<file path="src/rtl/wave_meas.sv">
// Per-cycle waveform measurement of a sampled signed stream: period, max, min and
// peak-to-peak, framed by hysteretic rising zero crossings.
`timescale 1ns/1ps

module wave_meas #(
   parameter int DW         = 12,
   parameter int CW         = 16,
   parameter int HYST       = 16,
   parameter int MAX_PERIOD = 20000
) (
   input  logic                 clk,
   input  logic                 rst,
   input  logic                 f_s,
   input  logic signed [DW-1:0] din,
   output logic [CW-1:0]        period,
   output logic signed [DW-1:0] vmax,
   output logic signed [DW-1:0] vmin,
   output logic [DW:0]          p2p,
   output logic                 valid,
   output logic                 no_sig
);

   localparam logic signed [DW-1:0] HYST_POS = DW'(HYST);
   localparam logic signed [DW-1:0] HYST_NEG = -HYST_POS;
   localparam logic [CW-1:0]        MAX_CNT  = CW'(MAX_PERIOD);

   typedef enum logic {IDLE, RUN} state_t;

   state_t               state;
   logic                 fs_s1, fs_s2, fs_d, samp_en;
   logic                 pol;
   logic [CW-1:0]        cnt;
   logic signed [DW-1:0] rmax, rmin;
   logic                 xing;
   logic [CW-1:0]        cnt_inc;
   logic [DW:0]          span;

   // f_s is foreign to clk: two flops to settle it, one more to find the rising edge,
   // and the enable itself is registered so the measurement logic sees a clean pulse.
   always_ff @(posedge clk or negedge rst) begin
      if (!rst) begin
         fs_s1   <= 1'b0;
         fs_s2   <= 1'b0;
         fs_d    <= 1'b0;
         samp_en <= 1'b0;
      end else begin
         fs_s1   <= f_s;
         fs_s2   <= fs_s1;
         fs_d    <= fs_s2;
         samp_en <= fs_s2 & ~fs_d;
      end
   end

   assign xing    = !pol && (din > HYST_POS);
   assign cnt_inc = cnt + CW'(1);
   assign span    = {rmax[DW-1], rmax} - {rmin[DW-1], rmin};

   // A timeout and a crossing on the same sample cannot both fire: the crossing branch wins.
   always_ff @(posedge clk or negedge rst) begin
      if (!rst) begin
         state  <= IDLE;
         pol    <= 1'b1;
         cnt    <= '0;
         rmax   <= '0;
         rmin   <= '0;
         period <= '0;
         vmax   <= '0;
         vmin   <= '0;
         p2p    <= '0;
         valid  <= 1'b0;
         no_sig <= 1'b1;
      end else begin
         valid <= 1'b0;
         if (samp_en) begin
            if (pol && (din < HYST_NEG)) begin
               pol <= 1'b0;
            end else if (xing) begin
               pol <= 1'b1;
            end
            case (state)
               IDLE: begin
                  if (xing) begin
                     state <= RUN;
                     cnt   <= '0;
                     rmax  <= din;
                     rmin  <= din;
                  end
               end
               RUN: begin
                  if (xing) begin
                     period <= cnt_inc;
                     vmax   <= rmax;
                     vmin   <= rmin;
                     p2p    <= span;
                     valid  <= 1'b1;
                     no_sig <= 1'b0;
                     cnt    <= '0;
                     rmax   <= din;
                     rmin   <= din;
                  end else begin
                     cnt  <= cnt_inc;
                     rmax <= (din > rmax) ? din : rmax;
                     rmin <= (din < rmin) ? din : rmin;
                     if (cnt_inc == MAX_CNT) begin
                        state  <= IDLE;
                        no_sig <= 1'b1;
                        period <= '0;
                        vmax   <= '0;
                        vmin   <= '0;
                        p2p    <= '0;
                     end
                  end
               end
               default: state <= IDLE;
            endcase
         end
      end
   end

endmodule
</file>
<file path="config.mk">
export PLATFORM = sky130hd
export DESIGN_NAME = wave_meas
export DESIGN_NICKNAME = d
export VERILOG_FILES = /design/src/rtl/wave_meas.sv
export SDC_FILE = /design/constraint.sdc
export NUM_CORES = 1
export LEC_CHECK = 0
export CAP_MARGIN = 25
export CORE_MARGIN = 1.5
export CORE_UTILIZATION = 62
export CTS_BUF_LIST = sky130_fd_sc_hd__clkbuf_4 sky130_fd_sc_hd__clkbuf_8
export CTS_CLUSTER_SIZE = 24
export DETAILED_ROUTE_END_ITERATION = 6
export GPL_TIMING_DRIVEN = 0
export PLACE_DENSITY = 0.95
export SYNTH_ARGS = -nofsm -noshare
export SYNTH_HDL_FRONTEND = slang
export SYNTH_SLANG_ARGS = --single-unit
export TNS_END_PERCENT = 10
</file>
<file path="constraint.sdc">
create_clock -name clk -period 3.9 [get_ports clk]
set_input_delay 0.78 -clock clk [delete_from_list [all_inputs] [get_ports clk]]
set_output_delay 0.78 -clock clk [all_outputs]
set_load 0.02 [all_outputs]
</file>
==> run_results.csv, run 1 <==
group,metric,value,unit
die,num_io_pins,70,
die,die_width,98.3,µm
layout,num-nets-final,732,
placed_design,post-place-ws,-0.203,ns
synth,syn_nets,651,
sta,setup-tns-final,0,ns
sta,achievable-frequency,0.268,GHz
die,die_y,98.3,µm
synth,yosysSeqAreaShare,0.450,
clocking,cts_setup_buffers,0,
setup_path,rr_endpoint,"period[14]",
global_route,first_global_vias,4773,
setup_path,reg2reg_slack,0.52,ns
clocking,cts_root_buf,"clkbuf_8",
detailed_routing,ant_nets,0,
sta,maxSlewViolCount,0,
setup_path,worst_setup_path_end_kind,"flop",
die,start_util,0.642,
synth,number_of_enable_type_register_cells_in_the_synthesized_netlist,0,
detailed_routing,detail_route.wl_per_cell,18.4,µm
clocking,tritoncts,"done",
hold_path,startpoint_of_the_worst_hold_path,"fs_s1",
hold_path,holdPathEnd,"fs_s2",
sta,finalCritPeriodShare,0.956,
clocking,cts.sinks,101,
layout,finish.utilization,0.759,
clocking,cts_inserted_buffers,9,
setup_path,setup.worst_path.class,"in -> reg",
clocking,cts_resized,0,
sta,finalSetupViolCount,0,
status,status,"finished, final reports clean",
placed_design,dpl_cell_area,6480,µm²
global_route,groute.usage.overall,0.314,
detailed_routing,drtPass1Iterations,5,
synth,synthDistinctLibCells,56,
synth,async_reset_ff_frac,1.00,
power_and_ir_drop,power-per-cell-area,765,nW/µm²
placed_design,place.gp.congestion,0.962,
global_route,grt_first_pass_wirelength,23700,µm
layout,layout_commonest_cell,"dfrtp_1",
sta,slew_headroom,0.503,
clocking,clock_insertion_delay_worst_skew,0.37,ns
sta,grt_setup_unrepaired,"false",
setup_path,required,4.12,ns
power_and_ir_drop,vdd_ir_drop_max,0.000517,V
placed_design,placement.io_buffers,69,
synth,synth.ff_latch_count,101,
layout,drive_gt1_frac,0.0804,
synth,post_synth_instance_area,5630,µm²
clocking,hold_buffers,0,
setup_path,startpoint_type,"input port",
sta,final.setup_skew,0.00985,ns
power_and_ir_drop,post-layout-total-power,0.00509,W
detailed_routing,detail_route.iter0.violations,408,
placed_design,detailedPlacementHpwl,10900,µm
setup_path,critical_path.reg2reg.startpoint,"cnt[0]",
die,coreArea,8760,µm²
detailed_routing,routed_wl,14600,µm
die,rows,34,
job,max_cap_violations,0,
hold_path,worst_min_delay_path_category,"reg -> reg",
sta,final_hold_violation_count,0,
setup_path,path_max_fanout,10,
layout,design_area,6660,µm²
setup_path,critPathArrivalTime,3.95,ns
global_route,final_global_route_overflow_total,0,
detailed_routing,routed-via-count,4891,
clocking,cts_htree_levels,3,
synth,synthesis.yosys.warnings,0,
setup_path,depth_of_the_worst_register_to_register_path,8,
layout,flow.area_growth_from_synthesis,18.3,%
clocking,max-clock-path-buffers,2,
layout,highest_count_cells_in_the_layout_ignoring_fill_and_taps,"dfrtp_1, nand2_1, clkdlybuf4s50_1",
sta,period_minus_slack,3.73,ns
hold_path,cell_count_of_the_worst_hold_path,0,
clocking,clkTransAtPathRegs,0.10,ns
sta,tightest_slew,0.740,ns
die,die-area,9650,µm²
global_route,grt_max_degree,63,
synth,dominant_register_cell_in_the_synthesized_netlist,"dfrtp_1",
detailed_routing,drc_errors,0,
layout,insertedDiodeCount,0,
global_route,number_of_antenna_violations_at_the_first_check_in_global_routing,0,
power_and_ir_drop,power_leakage,2.95,nW
detailed_routing,via_per_inst,6.18,
sta,post-route-worst-setup-slack,0.170,ns
synth,syn_inst_count,598,
synth,synth.avg_cell_area,9.41,µm²
## layout make-up
| type | count | area, µm² |
|---|---|---|
| Buffer | 27 | 140 |
| Clock buffer | 10 | 131 |
| Clock inverter | 6 | 47.5 |
| Fill cell | 616 | 2110 |
| Inverter | 37 | 139 |
| Multi-Input combinational cell | 433 | 2820 |
| Sequential cell | 101 | 2530 |
| Tap cell | 108 | 135 |
| Timing Repair Buffer | 70 | 716 |
## stage by stage
stage,instances,hold slack (ns)
after CTS,792,0.360
final,792,0.361
after detailed placement,776,0.344
after global routing,792,0.380
after floorplan,598,0.331
after global placement,775,0.340
## worst max-delay path, stage by stage
cell and delay [ns]:
clkdlybuf4s50_1 0.53, o41ai_1 0.63, a31oi_1 0.20, nand2_1 0.25, clkinv_1 0.25, nand2b_1 0.37
nor4_4 0.62, buf_6 0.24, a211oi_1 0.06
## where the power goes
group / internal, W / switching, W
Combinational: 0.00124 / 0.00149
Sequential: 0.00142 / 0.000319
Clock: 0.000244 / 0.000380
Total: 0.00290 / 0.00219
## cell families after synthesis
logic type | Yosys count | synth area share
simple gates | 219 | 0.189
compound gates | 131 | 0.145
flops | 101 | 0.450
buf+inv | 64 | 0.0496
fa+ha+maj | 38 | 0.0859
mux | 26 | 0.0512
xor+xnor | 19 | 0.0296
## registers in the layout (all words and copies together) (netlist names), 12 cells and up
register and cells:
rmin 12, vmin 12, vmax 12, cnt 16, period 16, rmax 12
p2p 13
## routing by layer
metal / share of wire / track usage / wire, µm
met5: 0 / 0 / 0
met3: 0.068 / 0.0637 / 990
met2: 0.48 / 0.502 / 7000
met4: 0.028 / 0.141 / 406
met1: 0.42 / 0.416 / 6160
## how the worst max path moves through the flow
stage | from | to | slack (ns) | cells after the start
detailed placement | din[1] | period[14] | -0.20 | 9
finish | din[1] | period[14] | 0.17 | 9
global placement | rst | vmin[2] | -1.54 | 1
global route | din[1] | period[3] | 0.11 | 9
floorplan | din[8] | rmin[10] | 1.04 | 8
CTS | din[1] | period[14] | 0.17 | 9
## cells in the mapped netlist (2+ instances only)
cell type	number	area (µm²)
dfstp_2	2	52.6
o21a_1	2	15.0
nand2b_1	6	37.5
nor4_1	3	18.8
dfrtp_1	99	2480
and3_1	5	31.3
a22o_1	4	35.0
o21ai_0	28	140
and2_1	5	31.3
nand4_1	9	56.3
nor3b_1	2	15.0
o211ai_1	5	37.5
nand2_1	98	368
mux2i_1	4	40.0
a211oi_1	8	60.1
xor2_1	8	70.1
buf_6	5	56.3
o311ai_0	2	17.5
nor3_1	12	60.1
a31oi_1	5	31.3
a21boi_0	2	15.0
o31ai_1	4	30.0
a21o_1	11	82.6
clkbuf_1	21	78.8
nor2b_1	9	56.3
and4_1	2	17.5
o41ai_1	3	26.3
or3_1	4	25.0
a21oi_1	47	235
mux2_2	22	248
inv_1	36	135
a311oi_1	3	26.3
nand3_1	12	60.1
ha_1	37	463
nor4_4	2	42.5
xnor2_1	11	96.3
nor2_1	41	154
Power figures use the tool's default switching activity.
==> inputs of run 2 (changes only) <==
--- a/config.mk
+++ b/config.mk
@@ -9,6 +9,7 @@
 export CORE_MARGIN = 1.5
 export CORE_UTILIZATION = 62
 export CTS_BUF_LIST = sky130_fd_sc_hd__clkbuf_4 sky130_fd_sc_hd__clkbuf_8
+export CTS_CLUSTER_DIAMETER = 80
 export CTS_CLUSTER_SIZE = 24
 export DETAILED_ROUTE_END_ITERATION = 6
 export GPL_TIMING_DRIVEN = 0
==> results of run 2 <==
Final layout, timing and power as in run 1 (identical DEF).
==> inputs of run 3 (changes only) <==
--- a/config.mk
+++ b/config.mk
@@ -7,13 +7,13 @@
 export LEC_CHECK = 0
 export CAP_MARGIN = 25
 export CORE_MARGIN = 1.5
-export CORE_UTILIZATION = 62
+export CORE_UTILIZATION = 58
 export CTS_BUF_LIST = sky130_fd_sc_hd__clkbuf_4 sky130_fd_sc_hd__clkbuf_8
 export CTS_CLUSTER_DIAMETER = 80
 export CTS_CLUSTER_SIZE = 24
 export DETAILED_ROUTE_END_ITERATION = 6
 export GPL_TIMING_DRIVEN = 0
-export PLACE_DENSITY = 0.95
+export PLACE_DENSITY = 0.91
 export SYNTH_ARGS = -nofsm -noshare
 export SYNTH_HDL_FRONTEND = slang
 export SYNTH_SLANG_ARGS = --single-unit
==> constraint.sdc (replaced) <==
create_clock -name clk -period 4.1 [get_ports clk]
set_input_delay 0.82 -clock clk [delete_from_list [all_inputs] [get_ports clk]]
set_output_delay 0.82 -clock clk [all_outputs]
set_load 0.02 [all_outputs]
==> run_results.csv, run 3 (synthesized netlist as in run 1, its figures left out) <==
group,metric,value,unit
status,status,"finished, final reports clean",
sta,period_minus_slack,3.94,ns
clocking,cts_htree_levels,3,
layout,drive_gt1_frac,0.0804,
global_route,final_global_route_overflow_total,0,
detailed_routing,routed_wl,14400,µm
sta,grt_setup_unrepaired,"false",
setup_path,path_cells,"clkdlybuf4s50_1 -> o41ai_1 -> a31oi_1 -> nand2_1 -> clkinv_1 -> nand2b_1 -> nor4_4 -> buf_6 -> a211oi_1",
job,max_cap_violations,0,
layout,highest_count_cells_in_the_layout_ignoring_fill_and_taps,"dfrtp_1, nand2_1, clkdlybuf4s50_1",
clocking,cts_root_buf,"clkbuf_8",
hold_path,worst_min_delay_path_category,"reg -> reg",
clocking,tritoncts,"done",
layout,num-nets-final,732,
sta,slew_headroom,0.466,
setup_path,setup.worst_path.class,"in -> reg",
placed_design,detailedPlacementHpwl,10800,µm
layout,layout_commonest_cell,"dfrtp_1",
setup_path,worst_setup_path_end_kind,"flop",
placed_design,placement.io_buffers,69,
die,die_y,101,µm
power_and_ir_drop,pwr-share-seq,0.338,
clocking,hold_buffers,0,
layout,design_area,6710,µm²
die,die_width,101,µm
setup_path,cp_slowest_cell,"nor4_4",
layout,flow.area_growth_from_synthesis,19.3,%
setup_path,critical_path.reg2reg.startpoint,"cnt[0]",
sta,achievable-frequency,0.254,GHz
power_and_ir_drop,power_leakage,2.97,nW
power_and_ir_drop,power-per-cell-area,730,nW/µm²
die,die-area,10300,µm²
die,rows,35,
die,num_io_pins,70,
sta,finalSetupViolCount,0,
layout,final_layout_fill_cell_count,701,
setup_path,startpoint_type,"input port",
clocking,max-clock-path-buffers,2,
power_and_ir_drop,p_sw,0.00208,W
detailed_routing,via_per_inst,5.93,
placed_design,dpl_cell_area,6500,µm²
detailed_routing,drtPass1Iterations,5,
detailed_routing,ant_nets,0,
power_and_ir_drop,vdd_ir_drop_max,0.000421,V
global_route,groute.usage.overall,0.299,
placed_design,place.gp.congestion,0.918,
global_route,grt_max_degree,55,
setup_path,slowest_delay,0.79,ns
sta,finalCritPeriodShare,0.961,
setup_path,required,4.33,ns
sta,hold-worst-slack,0.362,ns
die,start_util,0.603,
clocking,clock_insertion_delay_worst_skew,0.38,ns
clocking,cts_inserted_buffers,9,
clocking,clkTransAtPathRegs,0.10,ns
power_and_ir_drop,cell_internal_pwr,0.00282,W
sta,final.setup_skew,0.0130,ns
layout,insertedDiodeCount,0,
power_and_ir_drop,comb_power_share,0.526,
detailed_routing,detail_route.iter0.violations,299,
clocking,cts_setup_buffers,0,
sta,maxSlewViolCount,0,
hold_path,startpoint_of_the_worst_hold_path,"fs_s1",
setup_path,startpoint,"din[1]",
setup_path,worst_path_dominant_cell_family,"simple AND/OR/NAND/NOR gates",
setup_path,critPathArrivalTime,4.16,ns
setup_path,path_max_fanout,10,
detailed_routing,detail_route.wl_per_cell,17.8,µm
sta,final_hold_violation_count,0,
clocking,cts.sinks,101,
die,coreArea,9330,µm²
detailed_routing,routed-via-count,4822,
global_route,first_global_vias,4777,
sta,tightest_slew,0.796,ns
detailed_routing,drc_errors,0,
power_and_ir_drop,clockPowerShare,0.136,
layout,top_regs,"cnt: 16 flops, period: 16 flops, p2p: 13 flops",
setup_path,cp.buffers_inverters,3,
clocking,cts_resized,0,
global_route,grt_first_pass_wirelength,23800,µm
power_and_ir_drop,power_switching_share,0.425,
global_route,number_of_antenna_violations_at_the_first_check_in_global_routing,0,
[run 3: cell count changes in the layout (fill, tap and decap cells not counted)]
cell / previous run / this run
clkinv_4: 0 / 2
clkinvlp_4: 4 / 2
bufinv_16: 0 / 1
clkbuf_4: 1 / 0
inv_6: 2 / 1
inv_8: 0 / 1
[run 3: final cells by class]
type / count / area, µm² / share of cell area
timing repair buffer: 70 / 716 / 0.107
tap: 129 / 161 / 0.0241
multi-input combinational: 433 / 2820 / 0.420
clock buffer: 9 / 124 / 0.0185
clock inverter: 7 / 82.6 / 0.0123
sequential: 101 / 2530 / 0.377
buffer: 27 / 140 / 0.0209
inverter: 37 / 139 / 0.0207
[run 3: final timing paths]
kind | end | slack [ns] | cells past startpoint
setup / recovery | period[12] | 0.16 | 9
hold / removal | fs_s2 | 0.36 | 0
setup reg to reg | period[12] | 0.78 | 8
hold reg to reg | fs_s2 | 0.36 | 0
max in group asynchronous | no_sig | 2.93 | 2
min in group asynchronous | rmax[0] | 0.44 | 1
[run 3: power by group through the flow]
stage                     Clock (W)  Sequential (W)  Combinational, W
final                      0.000664         0.00166           0.00258
after global routing       0.000703         0.00169           0.00281
after CTS                  0.000670         0.00165           0.00254
after detailed placement          0         0.00167           0.00252
after global placement            0         0.00164           0.00241
after floorplan                   0         0.00186           0.00138
[run 3: metrics by stage]
| step | instances | setup slack [ns] | utilization | power, W | TNS, ns |
|---|---|---|---|---|---|
| 3_5_place_dp | 797 | -0.0682 | 0.697 | 0.00418 | -1.00 |
| 5_1_grt | 813 | 0.0297 | 0.719 | 0.00520 | 0 |
| 4_1_cts | 813 | 0.295 | 0.719 | 0.00486 | 0 |
| 2_1_floorplan | 598 | 1.20 | - | 0.00324 | 0 |
| 3_3_place_gp | 796 | -1.32 | 0.694 | 0.00405 | -132.16 |
| 6_report | 813 | 0.161 | 0.719 | 0.00490 | 0 |
[run 3: routing by layer]
layer  vias to the layer above  part of all wire  global-route usage
li1                       2250                 -                   -
met1                      2343              0.44               0.408
met2                       194              0.47               0.482
met3                        35             0.059              0.0469
met4                         0             0.026               0.121
met5                         -                 0                   0
==> variant: new RTL, config.mk and constraints of run 3 <==
Register the output `vmax` once more; this adds one clock of latency there. The other outputs are not delayed to match.
--- a/src/rtl/wave_meas.sv
+++ b/src/rtl/wave_meas.sv
@@ -26,4 +26,6 @@
 
    typedef enum logic {IDLE, RUN} state_t;
+
+   logic signed [DW-1:0] vmax_s0;
 
    state_t               state;
@@ -65,5 +67,5 @@
          rmin   <= '0;
          period <= '0;
-         vmax   <= '0;
+         vmax_s0 <= '0;
          vmin   <= '0;
          p2p    <= '0;
@@ -90,5 +92,5 @@
                   if (xing) begin
                      period <= cnt_inc;
-                     vmax   <= rmax;
+                     vmax_s0 <= rmax;
                      vmin   <= rmin;
                      p2p    <= span;
@@ -106,5 +108,5 @@
                         no_sig <= 1'b1;
                         period <= '0;
-                        vmax   <= '0;
+                        vmax_s0 <= '0;
                         vmin   <= '0;
                         p2p    <= '0;
@@ -118,3 +120,7 @@
    end
 
+   always_ff @(posedge clk) begin
+      vmax <= vmax_s0;
+   end
+
 endmodule
Behaviour: same outputs for any inputs over 10 cycles, from zero or initial values and one cycle with rst low; that may be too few to reach the edited logic, so the function may still have changed.
==> variant against run 3 <==
  * Power is 5.6% higher
  * First-iteration DRC count rose by 24%
  * Final area is 6.6% higher
  * Area after synthesis grew 4.7%
  * Combinational power fell by 8%
  * Utilization up 0.88 points
  * Wire length rose by 0.28%
  * Worst setup slack improved by 0.69 ns
  * Synthesized cell count is 2.3% lower
  * Sequential cell count increased by 12
  * Largest power group unchanged
==> variant: results (changes against run 3) <==
CTS
  • Cts bufs inserted: 17 (was 9)
  • CTS H-tree lvls: 4 (was 3)
  • CTS clk-pin slew, worst paths: 0.07 ns (was 0.10 ns)
  • Worst-skew pair later-pin latency: 0.46 ns (was 0.38 ns)

Logic synthesis
  • Sequential share of the synthesized area: 0.470 (was 0.450)
  • XOR/XNOR Fraction of Synth Area: 0.0372 (was 0.0296)
  • Gate Count Post-Synth: 584 (was 598)
  • Top post-synthesis cells by count: dfrtp_1, nand2_1, a21oi_1, nor2_1, ha_1 (was dfrtp_1, nand2_1, a21oi_1)
  • Synth Area in Compound Gates: 0.155 (was 0.145)
  • Post-Syn Nets: 637 (was 651)
  • Adder-cell share of the synthesized area: 0.0820 (was 0.0859)
  • Mux contribution to synthesized area: 0.0491 (was 0.0512)
  • Yosys cell types: 73 (was 56)

Run status
  • Status: finished, final reports clean (unchanged)

Route
  • Starting DRT DRC Count: 370 (was 299)
  • Wl on met1: 6210 µm (was 6410 µm)
  • Wire length on met3: 1060 µm (was 854 µm)

Setup path
  • CP top delay family: buffers and inverters (was simple AND/OR/NAND/NOR gates)
  • Crit path DAT: 3.57 ns (was 4.16 ns)
  • Slowest CP cell: clkdlybuf4s50_1 (was nor4_4)
  • Largest stage delay on the critical path: 0.66 ns (was 0.79 ns)

GRT
  • Overall Global Routing Usage: 0.282 (was 0.299)
  • Met1 Use GR: 0.369 (was 0.408)
  • Largest net degree at the start of global routing: 56 (was 55)
  • GR Layer Usage met2: 0.443 (was 0.482)

Cells and area
  • Area taken by multi-input logic gates: 2810 µm² (was 2820 µm²)
  • Final non-clock buffer share: 0.128 (about the same)
  • Reg area: 2770 µm² (was 2530 µm²)
  • Fin nets: 726 (was 732)
  • Layout fillers: 724 (was 701)

Power and ir drop
  • Worst vdd ir: 434 µV (was 421 µV)
  • Power density over cell area: 723 nW/µm² (was 730 nW/µm²)

Placed design
  • Pre-CTS setup slack: 0.492 ns (was -0.0682 ns)
  • Placer congestion estimate: 0.901 (was 0.918)
  • DP HPWL: 10200 µm (was 10800 µm)
  • Dpl cell area: 6770 µm² (was 6500 µm²)

Floorplanning
  • Core area: 9820 µm² (was 9330 µm²)

STA
  • Worst-Margin Slew: 0.669 ns (was 0.796 ns)
variant: changes by cell type after synthesis, moves of 4 or more:
cell      before  now
a211oi_1       8    3
a22o_1         4   11
a22o_2         0    5
clkbuf_1      21   12
dfxtp_1        0   12
inv_1         36   30
nand2_1       98   71
nand3_1       12    7
nor2_1        41   50
nor2b_1        9    4
nor3_1        12    7
o211ai_1       5    1
xnor2_1       11   16
variant: final timing paths:
| path | start | to | slack (ns) | cells past startpoint |
|---|---|---|---|---|
| worst max-delay path | din[4] | cnt[5] | 0.85 | 9 |
| worst min-delay path | fs_s1 | fs_s2 | 0.35 | 0 |
| worst max register to register | cnt[0] | p2p[4] | 1.19 | 9 |
| worst min register to register | fs_s1 | fs_s2 | 0.35 | 0 |
| max in group asynchronous | rst | no_sig | 3.00 | 2 |
| min in group asynchronous | rst | cnt[4] | 0.37 | 1 |
variant: power by group:
group / internal (µW) / switching (µW) / total (µW)
logic: 1120 / 1260 / 2380
registers: 1510 / 294 / 1800
clock network: 506 / 481 / 987
